## config.mk

```make
export PLATFORM = sky130hd
export DESIGN_NAME = alu_control
export DESIGN_NICKNAME = d
export VERILOG_FILES = /design/src/rtl/alu_control.sv
export SDC_FILE = /design/constraint.sdc
export NUM_CORES = 1
export LEC_CHECK = 0
export CAP_MARGIN = 0
export CORE_AREA = 2 2 39 41
export DETAILED_ROUTE_END_ITERATION = 6
export DIE_AREA = 0 0 41 43
export DONT_BUFFER_PORTS = 1
export PLACE_DENSITY = 0.54
export SYNTH_ARGS = -nofsm -noshare
export SYNTH_HDL_FRONTEND = slang
export SYNTH_SLANG_ARGS = --single-unit
```

## constraint.sdc

```tcl
create_clock -name clk -period 0.8 [get_ports clk]
set_clock_uncertainty 0.2 [all_clocks]
set_input_delay 0.08 -clock clk [delete_from_list [all_inputs] [get_ports clk]]
set_output_delay 0.08 -clock clk [all_outputs]
set_load 0.005 [all_outputs]
```

## src/rtl/alu_control.sv

```systemverilog
// ALU control decoder: maps the main-control operation class and the R-type
// function field to a registered 3-bit ALU select plus jr/shift/illegal flags.
module alu_control (
   input  logic       clk,
   input  logic       rst_n,
   input  logic [3:0] AluOP,
   input  logic [5:0] func,
   output logic [2:0] AluControlSignal,
   output logic       is_jr,
   output logic       is_shift,
   output logic       illegal
);

   localparam logic [2:0] SEL_ADD = 3'b000;
   localparam logic [2:0] SEL_SUB = 3'b001;
   localparam logic [2:0] SEL_AND = 3'b010;
   localparam logic [2:0] SEL_OR  = 3'b011;
   localparam logic [2:0] SEL_SLT = 3'b100;
   localparam logic [2:0] SEL_SLL = 3'b101;
   localparam logic [2:0] SEL_SRL = 3'b110;

   localparam logic [3:0] OP_RTYPE = 4'b0000;
   localparam logic [3:0] OP_ADDI  = 4'b0001;
   localparam logic [3:0] OP_LW    = 4'b0010;
   localparam logic [3:0] OP_SW    = 4'b0011;
   localparam logic [3:0] OP_BEQ   = 4'b0100;
   localparam logic [3:0] OP_BNE   = 4'b0101;
   localparam logic [3:0] OP_SLTI  = 4'b0110;
   localparam logic [3:0] OP_J     = 4'b0111;
   localparam logic [3:0] OP_JAL   = 4'b1000;
   localparam logic [3:0] OP_ANDI  = 4'b1001;
   localparam logic [3:0] OP_ORI   = 4'b1010;

   localparam logic [5:0] FN_ADD = 6'b100000;
   localparam logic [5:0] FN_SUB = 6'b100010;
   localparam logic [5:0] FN_AND = 6'b100100;
   localparam logic [5:0] FN_OR  = 6'b100101;
   localparam logic [5:0] FN_SLT = 6'b101010;
   localparam logic [5:0] FN_SLL = 6'b000000;
   localparam logic [5:0] FN_SRL = 6'b000010;
   localparam logic [5:0] FN_JR  = 6'b001000;

   logic [2:0] aluSelNext;
   logic       isJrNext;
   logic       isShiftNext;
   logic       illegalNext;

   // func is only examined inside the R-type branch, so an unknown func on
   // I/J-type instructions can never reach the registers.
   always_comb begin
      aluSelNext  = SEL_ADD;
      isJrNext    = 1'b0;
      isShiftNext = 1'b0;
      illegalNext = 1'b0;
      case (AluOP)
         OP_RTYPE: begin
            case (func)
               FN_ADD:  aluSelNext = SEL_ADD;
               FN_SUB:  aluSelNext = SEL_SUB;
               FN_AND:  aluSelNext = SEL_AND;
               FN_OR:   aluSelNext = SEL_OR;
               FN_SLT:  aluSelNext = SEL_SLT;
               FN_SLL: begin
                  aluSelNext  = SEL_SLL;
                  isShiftNext = 1'b1;
               end
               FN_SRL: begin
                  aluSelNext  = SEL_SRL;
                  isShiftNext = 1'b1;
               end
               FN_JR:   isJrNext    = 1'b1;
               default: illegalNext = 1'b1;
            endcase
         end
         OP_ADDI, OP_LW, OP_SW, OP_J, OP_JAL: aluSelNext = SEL_ADD;
         OP_BEQ, OP_BNE:                      aluSelNext = SEL_SUB;
         OP_SLTI:                             aluSelNext = SEL_SLT;
         OP_ANDI:                             aluSelNext = SEL_AND;
         OP_ORI:                              aluSelNext = SEL_OR;
         default:                             illegalNext = 1'b1;
      endcase
   end

   always_ff @(posedge clk or negedge rst_n) begin
      if (!rst_n) begin
         AluControlSignal <= SEL_ADD;
         is_jr            <= 1'b0;
         is_shift         <= 1'b0;
         illegal          <= 1'b0;
      end else begin
         AluControlSignal <= aluSelNext;
         is_jr            <= isJrNext;
         is_shift         <= isShiftNext;
         illegal          <= illegalNext;
      end
   end

endmodule

```

==> run summary <==
After floorplanning, the core was divided into 14 placement rows. For the number of max-cap violations, the log shows 0. The number of stages on the worst hold path was 1; the number of flops mapped to enable cells by yosys was 0.

No sink is reached through more buffers than the 2 on the longest clock path. The number of H-tree branching levels was 1; the number of diodes added for antenna fixing was 0. The starting density of the core was 28.1%. The part of the Yosys area used for sequential elements is 38.6%. The average size of a mapped cell was 9.49 um2; the placer's final routability congestion estimate was 0.746. The worst pin sits at a relative slew slack of 83.0%.

The maximum clock frequency is 880 MHz. In the finished design, the share of the clock period the worst path needs comes to 142%. The logs give 0 for the max-slew violation total from the final report and 6 for the number of sinks driven by the clock tree.

The worst setup path is launched from a primary input. The number of port buffers is 0. Setup repair after global routing could not meet its margin everywhere. After synthesis the cells add up to 389 um2.

The first detailed-routing pass ran for 4 iterations. In this run the cell area measured after placement is 413 um2. The die is 43 um tall. The final hold slack is -0.298 ns. For the final count of hold timing violations, the log shows 12. In the synthesized netlist the dominant register cell turns out to be dfrtp_1. In this run the standard cell core region covers 1380 um2. The clock-pin slew of the registers on the worst-case setup and hold paths was 0.04 ns. Setup violations remaining at the end of the flow were counted as 9. Counting flops and latches in the post-synthesis netlist gives 6.

In this run the power density over the cells is 1440 nW/um2. The cell type with the highest aggregate area in the netlist was dfrtp_1. Global routing consumed, over all layers together, 12.4% of the routing resources.

At the end of the flow, the number of nets in the layout was 60. TritonCTS built the clock tree. The floorplan step set the die width to 41 um. The checks that failed: hold timing, setup timing. The logs give 1 for the hold buffer count at CTS and 1760 um2 for the full die area. By area the synthesized netlist is led by dfrtp_1 (39%), nor2_1 (4.8%), nor3b_2 (3.2%). In the final layout, the share of cells above drive strength 1 is 28.3%.

Detailed routing inserted a total of 332 vias. The tools report the distinct cell type count after synthesis as 28. Leaving out fill and tap cells, the most frequent cells in the layout are dfrtp_1 (6), nor2_1 (5), nand2_1 (3), clkbuf_4 (3). Kind of end point of the critical path: a register. In this run the count of I/O pins placed on the die edge is 18. Entering global routing, the biggest net connects 9 pins.

The first global-routing pass estimated 1.48 mm of wire. The flow ran to the end, but the final reports show violations. The root buffer cell chosen for the clock tree is clkbuf_4. The detailed-route vias per instance is 5.35, and the total grt overflow is 0. The worst hold path terminates at AluControlSignal[1]$_DFF_PN0_. The number of global-route vias before repair is 349, and the remaining number of nets flagged by the antenna check after routing is 0. The detailed router finished its first iteration with 5 violations. The proportion of register bits with asynchronous set or reset after synthesis was 100%. The peak supply drop is 0.256 mV, and the initial antenna violation count is 0. Summing all non-filler instances in the final layout gives an area of 460 um2. The top cell type by area accounts for 38.6% of the synthesized area. For the pin with the worst max-slew slack, the measured transition is 0.254 ns. The logs give 41 for the number of instances in the synthesized netlist and 3 for the number of buffers added by the clock tree synthesis step.

Worst setup path category: primary input to register. The critical path data arrival time is 1.09 ns, and the count of unresolved DRC violations after routing is 0. The tools report the beginning of the worst hold path as AluOP[2]. Worst-case setup margin in the final layout: -0.336 ns. In this run the worst hold path is classified as primary input to register. Wires add up to 831 um. Static leakage: 0.185 nW. Of all nets on the critical path, the largest fanout is 6. The final routed wire length divided by cell count came out at 13.4 um. Leaving out fill and tap cells, the most frequent cell in the layout is dfrtp_1.

The area growth from synthesis to layout is 18.3%, and the number of synthesis warnings is 0. STA puts the critical path data required time at 0.76 ns. The routed design could run at a clock period as short as 1.14 ns.

Counting every net in the synthesized netlist gives 53.
## routing by layer
layer | track usage [%] | vias up | wire [um]
li1 | - | 162 | -
met1 | 15.2 | 154 | 310
met2 | 18.1 | 16 | 450
met3 | 1.57 | 0 | 69
met4 | 10.0 | 0 | 0
met5 | 0 | - | 0
## critical path, stage by stage
cell and delay [ns]:
or4_4 0.52, or3_4 0.34, nor3b_2 0.15
## sequential cells by signal (all words and copies together), names as in the netlist
register          count
AluControlSignal      3
illegal               1
is_jr                 1
is_shift              1
## cell usage after synthesis (2+ instances only)
cell / number
a21oi_1: 2
dfrtp_1: 6
nand2_1: 3
nor2_1: 5
nor3_1: 2
## where the power goes
group / leakage, nW / switching [mW] / internal [mW]
logic: 0.0905 / 0.0322 / 0.0495
registers: 0.0806 / 0.00515 / 0.317
clock network: 0.0138 / 0.0932 / 0.169
## cell families (layout without fill, tap and decap cells)
group                     Yosys count  after routing  share of synthesized area, %
AOI/OAI and AO/OA                  11             11                          20.6
xor gates and xnor gates            2              2                          4.50
buffers and inverters               2              7                          3.86
DFF                                 6              6                          38.6
and+or+nand+nor                    20             20                          32.5
## through the flow
step	utilization, %	std cells	power [mW]	setup slack [ns]	setup TNS, ns
after floorplan	-	41	0.392	-0.623	-1.92
after global placement	29.8	58	0.396	-0.624	-2.19
after detailed placement	29.8	58	0.396	-0.645	-2.16
after CTS	32.5	62	0.684	-0.334	-1.41
after global routing	33.3	62	0.712	-0.370	-1.61
final	33.3	62	0.665	-0.336	-1.34
## worst max path at each step
stage / from / endpoint / slack (ns) / depth (start not counted)
final: AluOP[0] / is_jr$_DFF_PN0_ / -0.34 / 3
after floorplan: AluOP[1] / is_jr$_DFF_PN0_ / -0.62 / 4
after CTS: AluOP[0] / is_jr$_DFF_PN0_ / -0.33 / 3
after detailed placement: AluOP[0] / is_jr$_DFF_PN0_ / -0.65 / 3
after global placement: AluOP[0] / is_jr$_DFF_PN0_ / -0.62 / 3
after global routing: AluOP[0] / is_jr$_DFF_PN0_ / -0.37 / 3
## cell type report
cell class | count | area [um2]
fill | 148 | 923
multi-input combinational | 33 | 239
sequential | 6 | 150
timing repair buffer | 3 | 25.0
clock buffer | 3 | 22.5
tap | 16 | 20.0
inverter | 1 | 3.75
## what timing repair did
action	in CTS	in global routing
resized for setup	1	2
endpoints found under the setup margin	9	10
endpoints found under the hold margin	12	12
setup buffers	0	0
pin swaps	1	3
Note: power is estimated with default switching activity, not from simulation.
